## src/rtl/if_fetch_unit.sv

```systemverilog
// Instruction-fetch stage: owns the PC, runs the IMEM read handshake, a one-entry skid buffer and branch squash.
// Optional IF_PERF_COUNTERS_EN adds IF_FETCH_COUNT / IF_STALL_COUNT outputs.
module if_fetch_unit #(
  parameter logic [31:0] RESET_PC  = 32'h0000_0000,
  parameter logic [31:0] NOP_INSTR = 32'h0000_0013
) (
  input  logic        CLK,
  input  logic        RESET,
  input  logic        IF_HOLD,
  input  logic        BRANCH_TAKEN,
  input  logic [31:0] BRANCH_TARGET,
  output logic        IMEM_READ,
  output logic [31:0] IMEM_ADDR,
  input  logic [31:0] IMEM_READDATA,
  input  logic        IMEM_BUSYWAIT,
  output logic [31:0] IF_PC,
  output logic [31:0] IF_INSTRUCTION,
  output logic        IF_VALID,
  output logic        IF_STALL
`ifdef IF_PERF_COUNTERS_EN
  ,
  output logic [31:0] IF_FETCH_COUNT,
  output logic [31:0] IF_STALL_COUNT
`endif
);

  typedef enum logic [1:0] {
    FETCH = 2'd0,
    HOLD  = 2'd1,
    DRAIN = 2'd2
  } state_t;

  state_t      state;
  logic [31:0] pc;
  logic [31:0] skid_pc;
  logic [31:0] skid_instr;
  logic        skid_valid;

  logic [31:0] pc_seq;
  logic [31:0] target;
  logic        resp_done;
  logic        in_flight;

  assign pc_seq    = pc + 32'd4;
  assign target    = BRANCH_TARGET & ~32'h0000_0003;
  assign resp_done = IMEM_READ & ~IMEM_BUSYWAIT;
  assign in_flight = IMEM_READ & IMEM_BUSYWAIT;
  assign IF_STALL  = in_flight;

  // NOTE: every register here is updated with <=, so all decisions below see pre-edge values.
  always_ff @(posedge CLK) begin
    if (RESET) begin
      state          <= FETCH;
      pc             <= RESET_PC;
      IMEM_READ      <= 1'b0;
      IMEM_ADDR      <= RESET_PC;
      IF_PC          <= 32'h0;
      IF_INSTRUCTION <= NOP_INSTR;
      IF_VALID       <= 1'b0;
      skid_pc        <= 32'h0;
      skid_instr     <= NOP_INSTR;
      skid_valid     <= 1'b0;
    end else if (BRANCH_TAKEN) begin
      pc             <= target;
      IF_PC          <= 32'h0;
      IF_INSTRUCTION <= NOP_INSTR;
      IF_VALID       <= 1'b0;
      skid_valid     <= 1'b0;
      IMEM_READ      <= 1'b1;
      if (in_flight) begin
        // Squashed read must finish at its original address before the target is fetched.
        state <= DRAIN;
      end else begin
        state     <= FETCH;
        IMEM_ADDR <= target;
      end
    end else begin
      case (state)
        FETCH: begin
          if (resp_done) begin
            if (!IF_HOLD) begin
              IF_PC          <= pc;
              IF_INSTRUCTION <= IMEM_READDATA;
              IF_VALID       <= 1'b1;
              pc             <= pc_seq;
              IMEM_ADDR      <= pc_seq;
            end else begin
              skid_pc    <= pc;
              skid_instr <= IMEM_READDATA;
              skid_valid <= 1'b1;
              IMEM_READ  <= 1'b0;
              state      <= HOLD;
            end
          end else begin
            // Also the path that issues the first read after reset.
            IMEM_READ <= 1'b1;
            IMEM_ADDR <= pc;
            if (!IF_HOLD) begin
              IF_PC          <= 32'h0;
              IF_INSTRUCTION <= NOP_INSTR;
              IF_VALID       <= 1'b0;
            end
          end
        end
        HOLD: begin
          if (!IF_HOLD) begin
            IF_PC          <= skid_pc;
            IF_INSTRUCTION <= skid_instr;
            IF_VALID       <= skid_valid;
            skid_valid     <= 1'b0;
            pc             <= pc_seq;
            IMEM_READ      <= 1'b1;
            IMEM_ADDR      <= pc_seq;
            state          <= FETCH;
          end
        end
        DRAIN: begin
          if (!IMEM_BUSYWAIT) begin
            IMEM_ADDR <= pc;
            state     <= FETCH;
          end
        end
        default: begin
          state <= FETCH;
        end
      endcase
    end
  end

`ifdef IF_PERF_COUNTERS_EN
  logic load_valid;

  assign load_valid = ~BRANCH_TAKEN & ~IF_HOLD &
                      (((state == FETCH) & resp_done) | ((state == HOLD) & skid_valid));

  always_ff @(posedge CLK) begin
    if (RESET) begin
      IF_FETCH_COUNT <= 32'h0;
      IF_STALL_COUNT <= 32'h0;
    end else begin
      if (load_valid) IF_FETCH_COUNT <= IF_FETCH_COUNT + 32'd1;
      if (IF_STALL)   IF_STALL_COUNT <= IF_STALL_COUNT + 32'd1;
    end
  end
`endif

endmodule
```

## config.mk

```make
export PLATFORM = sky130hd
export DESIGN_NAME = if_fetch_unit
export DESIGN_NICKNAME = d
export VERILOG_FILES = /design/src/rtl/if_fetch_unit.sv
export SDC_FILE = /design/constraint.sdc
export NUM_CORES = 1
export LEC_CHECK = 0
export ABC_AREA = 1
export CAP_MARGIN = 40
export CORE_MARGIN = 2
export CORE_UTILIZATION = 57
export DETAILED_ROUTE_END_ITERATION = 16
export PLACE_DENSITY = 0.9
export SYNTH_ARGS = -nofsm -noshare
export SYNTH_HDL_FRONTEND = slang
export SYNTH_SLANG_ARGS = --single-unit
export TNS_END_PERCENT = 20
```

## constraint.sdc

```tcl
create_clock -name CLK -period 3.41 [get_ports CLK]
set_input_delay 0.341 -clock CLK [delete_from_list [all_inputs] [get_ports CLK]]
set_output_delay 0.341 -clock CLK [all_outputs]
set_load 0.01 [all_outputs]
```

# == Yosys cells after proc, flatten, opt, wreduce, memory -nomap -nowiden ==
# Index checks and enable logic that the tools add are counted.
# totals
register_bits,197
in_bits,69
output_inout_bits,99
elab_cells,80
# op_classes
n_addsub,1
eq_ne,12
n_mux,39
bitwise_logic,4
n_reduce_logical,13
# op_table
operator,count
32-bit 2-to-1 mux,16
32-bit case mux with 2 select lines,3
32-bit case mux with 3 select lines,1
"32-bit by 3-bit adder with 32-bit output, second input constant",1
2-bit 2-to-1 mux,6
"3-bit inequality test, second input constant",4
4-bit AND reduction,3
"2-bit inequality test, second input constant",5
1-bit 2-to-1 mux,9
3-bit AND reduction,3
1-bit case mux with 2 select lines,3
2-bit case mux with 3 select lines,1
"4-bit inequality test, second input constant",1
2-bit AND reduction,2
4-bit nonzero test,1
3-bit nonzero test,1
1-bit bitwise AND,2
"2-bit by 1-bit equality test with 1-bit output, second input constant",1
"2-bit equality test, second input constant",1
2-bit logical NOT,1
1-bit NOT,2
2-bit nonzero test,1
2-bit OR reduction,1

# == Depth between registers and ports, before layout ==
# depth
word_depth,5
mapped_depth,12
mapped_depth_nobuf,12

# == Least setup slack after synthesis ==
# Ideal clock, no wire load.
# synth_path
path_kind,reg2reg
start,reg state[1]
end,reg pc[16]
setup_ns,0.086
arrival_time_ns,1.546
required_time_ns,3.324
setup_slack_ns,1.778
stages_incl_launch_ff,12
n_path_buf,2
period_less_slack_ns,1.632
cell_sequence,dfxtp_1 > inv_1 > ha_1 > buf_4 > nor2_1 > nand2_1 > nand2_1 > nor2_4 > inv_2 > buf_2 > a21oi_1 > a221oi_2
# synth_via
elab_chain_len,3
elab_cells_between_ends,7
cone_classes,eq/ne (2); mux (2); reduce/logical (3)
# synth_lines
item,line_no,rtl
start: declaration,33,state_t state;
start signal: assignment,53,state <= FETCH;
start signal: assignment,72,state <= DRAIN;
start signal: assignment,74,state <= FETCH;
2-bit by 1-bit equality test with 1-bit output / 2-bit logical NOT (equally long branches),78,case (state)
32-bit case mux with 2 select lines (tied with other cells),78,
32-bit 2-to-1 mux / 2-bit AND reduction (equally long branches),n/a,
end signal: assignment,64,pc <= target;
end signal: assignment,85,pc <= pc_seq;
end signal: assignment,111,pc <= pc_seq;
end: declaration,34,logic [31:0] pc;
# Parallel ways exist; a longest one is shown, timed or not.
# A chain may end at the register's enable or synchronous reset.

# == Worst setup path after layout ==
# layout_path
start,reg state[0]
end,reg pc[16]
# Same word-level chain as after synthesis.

==> flow_metrics.py <==
metrics = {
    "run_status": {
        "status": "completed",
    },
    "logic_synthesis": {
        "postSynthCellCount": 1339,
        "synth_warnings": 0,
        "ys_seq_area_frac": 0.4161,
        "synth.top_cell.area_share": 0.4161,
        "yosys_most_used_dff": "dfxtp_1",
        "yosys.cell_types.count": 39,
        "synth_edf_count": 0,
        "async_reset_ff_frac": 0,
        "synth_area_per_cell_um2": 6.863,
        "syn_area_um2": 9190,
        "synth_seq_cells": 191,
        "synth_area_leaders": "dfxtp_1, a21oi_1, nand2_1, o21ai_0, nor2_1",
        "synth.largest_area_cell": "dfxtp_1",
    },
    "timing": {
        "setup_viol": 0,
        "timing.final.crit_share": 0.7283,
        "slew_headroom": 0.4785,
        "drv_slew": 0,
        "skew_ps": 8.398,
        "tightest_slew_ps": 779.9,
        "rsz0062_at_grt": "false",
        "hold_viol_final": 0,
        "postLayoutSetupSlackWorst_ps": 926.5,
        "max_freq_mhz": 402.7,
        "fin_crit_ps": 2483,
        "whs_ps": 445.6,
        "tns_ps": 0,
    },
    "clock_network": {
        "cts_sinks": 191,
        "cts_setup_buffers": 0,
        "cts_resized": 0,
        "cts_tree": "done",
        "cts_made_buffers": 17,
        "hold_buffers": 0,
        "cts_root_buf": "clkbuf_16",
        "clock_path_buffers": 2,
        "cts.clk_slew.worst_paths_ps": 70,
        "clock_latency_ps": 450,
        "htreeDepth": 4,
    },
    "power": {
        "p_per_area_nw_per_um2": 486.8,
        "comb_power_share": 0.201,
        "seqPwrFrac": 0.456,
        "sw_frac_of_total": 0.3168,
        "p_int_mw": 3.800,
        "switchingPower_mw": 1.763,
        "clockPowerShare": 0.343,
        "leakagePower_nw": 4.407,
        "peakVddDrop_uv": 417.0,
    },
    "finish": {
        "num_antenna_cells": 0,
        "layout_commonest_cell": "nand2_1",
        "final_util": 0.7220,
        "final_area_um2": 11430,
        "area_growth_pct": 24.34,
        "final_cell_mix": "nand2_1, a21oi_1, o21ai_0",
        "nets": 1520,
        "drive_gt1_frac": 0.06438,
        "fill_cells": 1249,
    },
    "floorplan": {
        "die_area_um2": 17150,
        "std_cell_rows": 46,
        "ios": 168,
        "start_util": 0.5806,
        "die_h_um": 131.0,
        "core_area_um2": 15830,
        "die_x_um": 131.0,
    },
    "critical_path": {
        "crit_path_start_kind": "flop",
        "reg2reg_depth": 8,
        "end_kind": "flop",
        "critPathMaxFanout": 38,
        "cp.arrival_ps": 2780,
        "required_ps": 3700,
        "path_class": "reg2reg",
    },
    "hold_path": {
        "min_path_type": "reg2reg",
        "holdPathStages": 2,
    },
    "drt": {
        "detail_route.first_pass.iterations": 7,
        "wl_per_cell_um": 17.09,
        "ant_nets": 0,
        "drt-total-wl_um": 28640,
        "drt_iter0_drc": 1197,
        "avgViaCountPerCell": 5.968,
        "vias": 10000,
        "drc": 0,
    },
    "placement": {
        "place_congestion": 0.9537,
        "portBuffers": 163,
        "place_area_um2": 10880,
        "place_hpwl_um": 18010,
        "post-place-ws_ps": 735.3,
    },
    "global_route": {
        "antenna_found_initial": 0,
        "grt_max_degree": 80,
        "grt_pass1_vias": 9208,
        "overflow": 0,
        "grt_pass1_wl_um": 45140,
        "grt_usage": 0.3315,
    },
    "job": {
        "maxCapViolations": 0,
    },
}
[kinds of logic after synthesis]
family          after synthesis  share of synthesized area
other cells                   1                  0.0004080
mux                           1                   0.001089
buf+inv                     151                    0.07052
xor+xnor                      7                   0.006671
simple gates                500                     0.2274
compound gates              484                     0.2724
fa+ha+maj                     4                   0.005446
flops                       191                     0.4161
[registers in the layout, summed over array words and instances, names as in the netlist]
signal,count
IF_VALID,1
state,2
IF_INSTRUCTION,32
skid_pc,30
skid_valid,1
pc,30
skid_instr,32
IMEM_ADDR,32
IF_PC,30
IMEM_READ,1
[stage by stage]
step                      power [mW]  instances
final                          5.563       1676
after global routing           5.772       1676
after CTS                      5.539       1676
after detailed placement       3.662       1644
after global placement         3.632       1643
after floorplan                3.203       1340
[worst max-delay path: stages (launching register included)]
cell      delay (ps)
dfxtp_1          370
inv_1             80
ha_1             240
nand2_1          160
nor2_1           100
nor2_4           500
inv_2            480
a21oi_1          300
a221oi_2          80
[routing by layer]
layer,GRT usage,up-vias,part of all wire
met3,0.07207,110,0.10
met1,0.4152,4542,0.39
met4,0.1783,0,0.042
met5,0,-,0
li1,-,4707,-
met2,0.5352,644,0.46
[cell type report]
| cell class | instances | area (um2) | area share |
|---|---|---|---|
| flip-flops and latches | 191 | 3824 | 0.3346 |
| clock inverters | 11 | 98.84 | 0.008650 |
| repair buffers | 183 | 1822 | 0.1594 |
| clock buffers | 21 | 450.4 | 0.03942 |
| inverters | 56 | 215.2 | 0.01883 |
| well taps | 216 | 270.3 | 0.02365 |
| multi-input cells | 998 | 4747 | 0.4154 |
[Yosys cell counts (2+ instances only)]
| cell | count |
|---|---|
| nand2_1 | 293 |
| a21oi_1 | 250 |
| o21ai_0 | 194 |
| dfxtp_1 | 191 |
| nor2_1 | 150 |
| clkbuf_1 | 57 |
| inv_1 | 46 |
| nand3_1 | 28 |
| buf_2 | 27 |
| a31oi_1 | 10 |
| o21ai_1 | 9 |
| a221oi_1 | 8 |
| inv_2 | 8 |
| nor2_4 | 8 |
| buf_4 | 7 |
| o22ai_1 | 6 |
| xor2_1 | 6 |
| nand2_2 | 5 |
| nor2_2 | 5 |
| ha_1 | 4 |
| nor2_8 | 3 |
| o221ai_1 | 3 |
| buf_6 | 2 |
| inv_4 | 2 |
| nand2_4 | 2 |
| o21ai_2 | 2 |
[power by group through the flow]
stage	sequential [mW]	clock (mW)	combinational, mW
after floorplan	2.57	0	0.633
after global placement	2.57	0	1.06
after detailed placement	2.57	0	1.09
after CTS	2.53	1.91	1.10
after global routing	2.55	2.00	1.22
final	2.53	1.91	1.12
[path summary, 6_finish.rpt]
path / start / endpoint / slack (ps)
max: state[0] / pc[16] / 930
min: IMEM_ADDR[1] / IMEM_ADDR[1] / 450
max reg2reg: state[0] / pc[16] / 930
min reg2reg: IMEM_ADDR[1] / IMEM_ADDR[1] / 450
(Power assumes the default switching activity.)
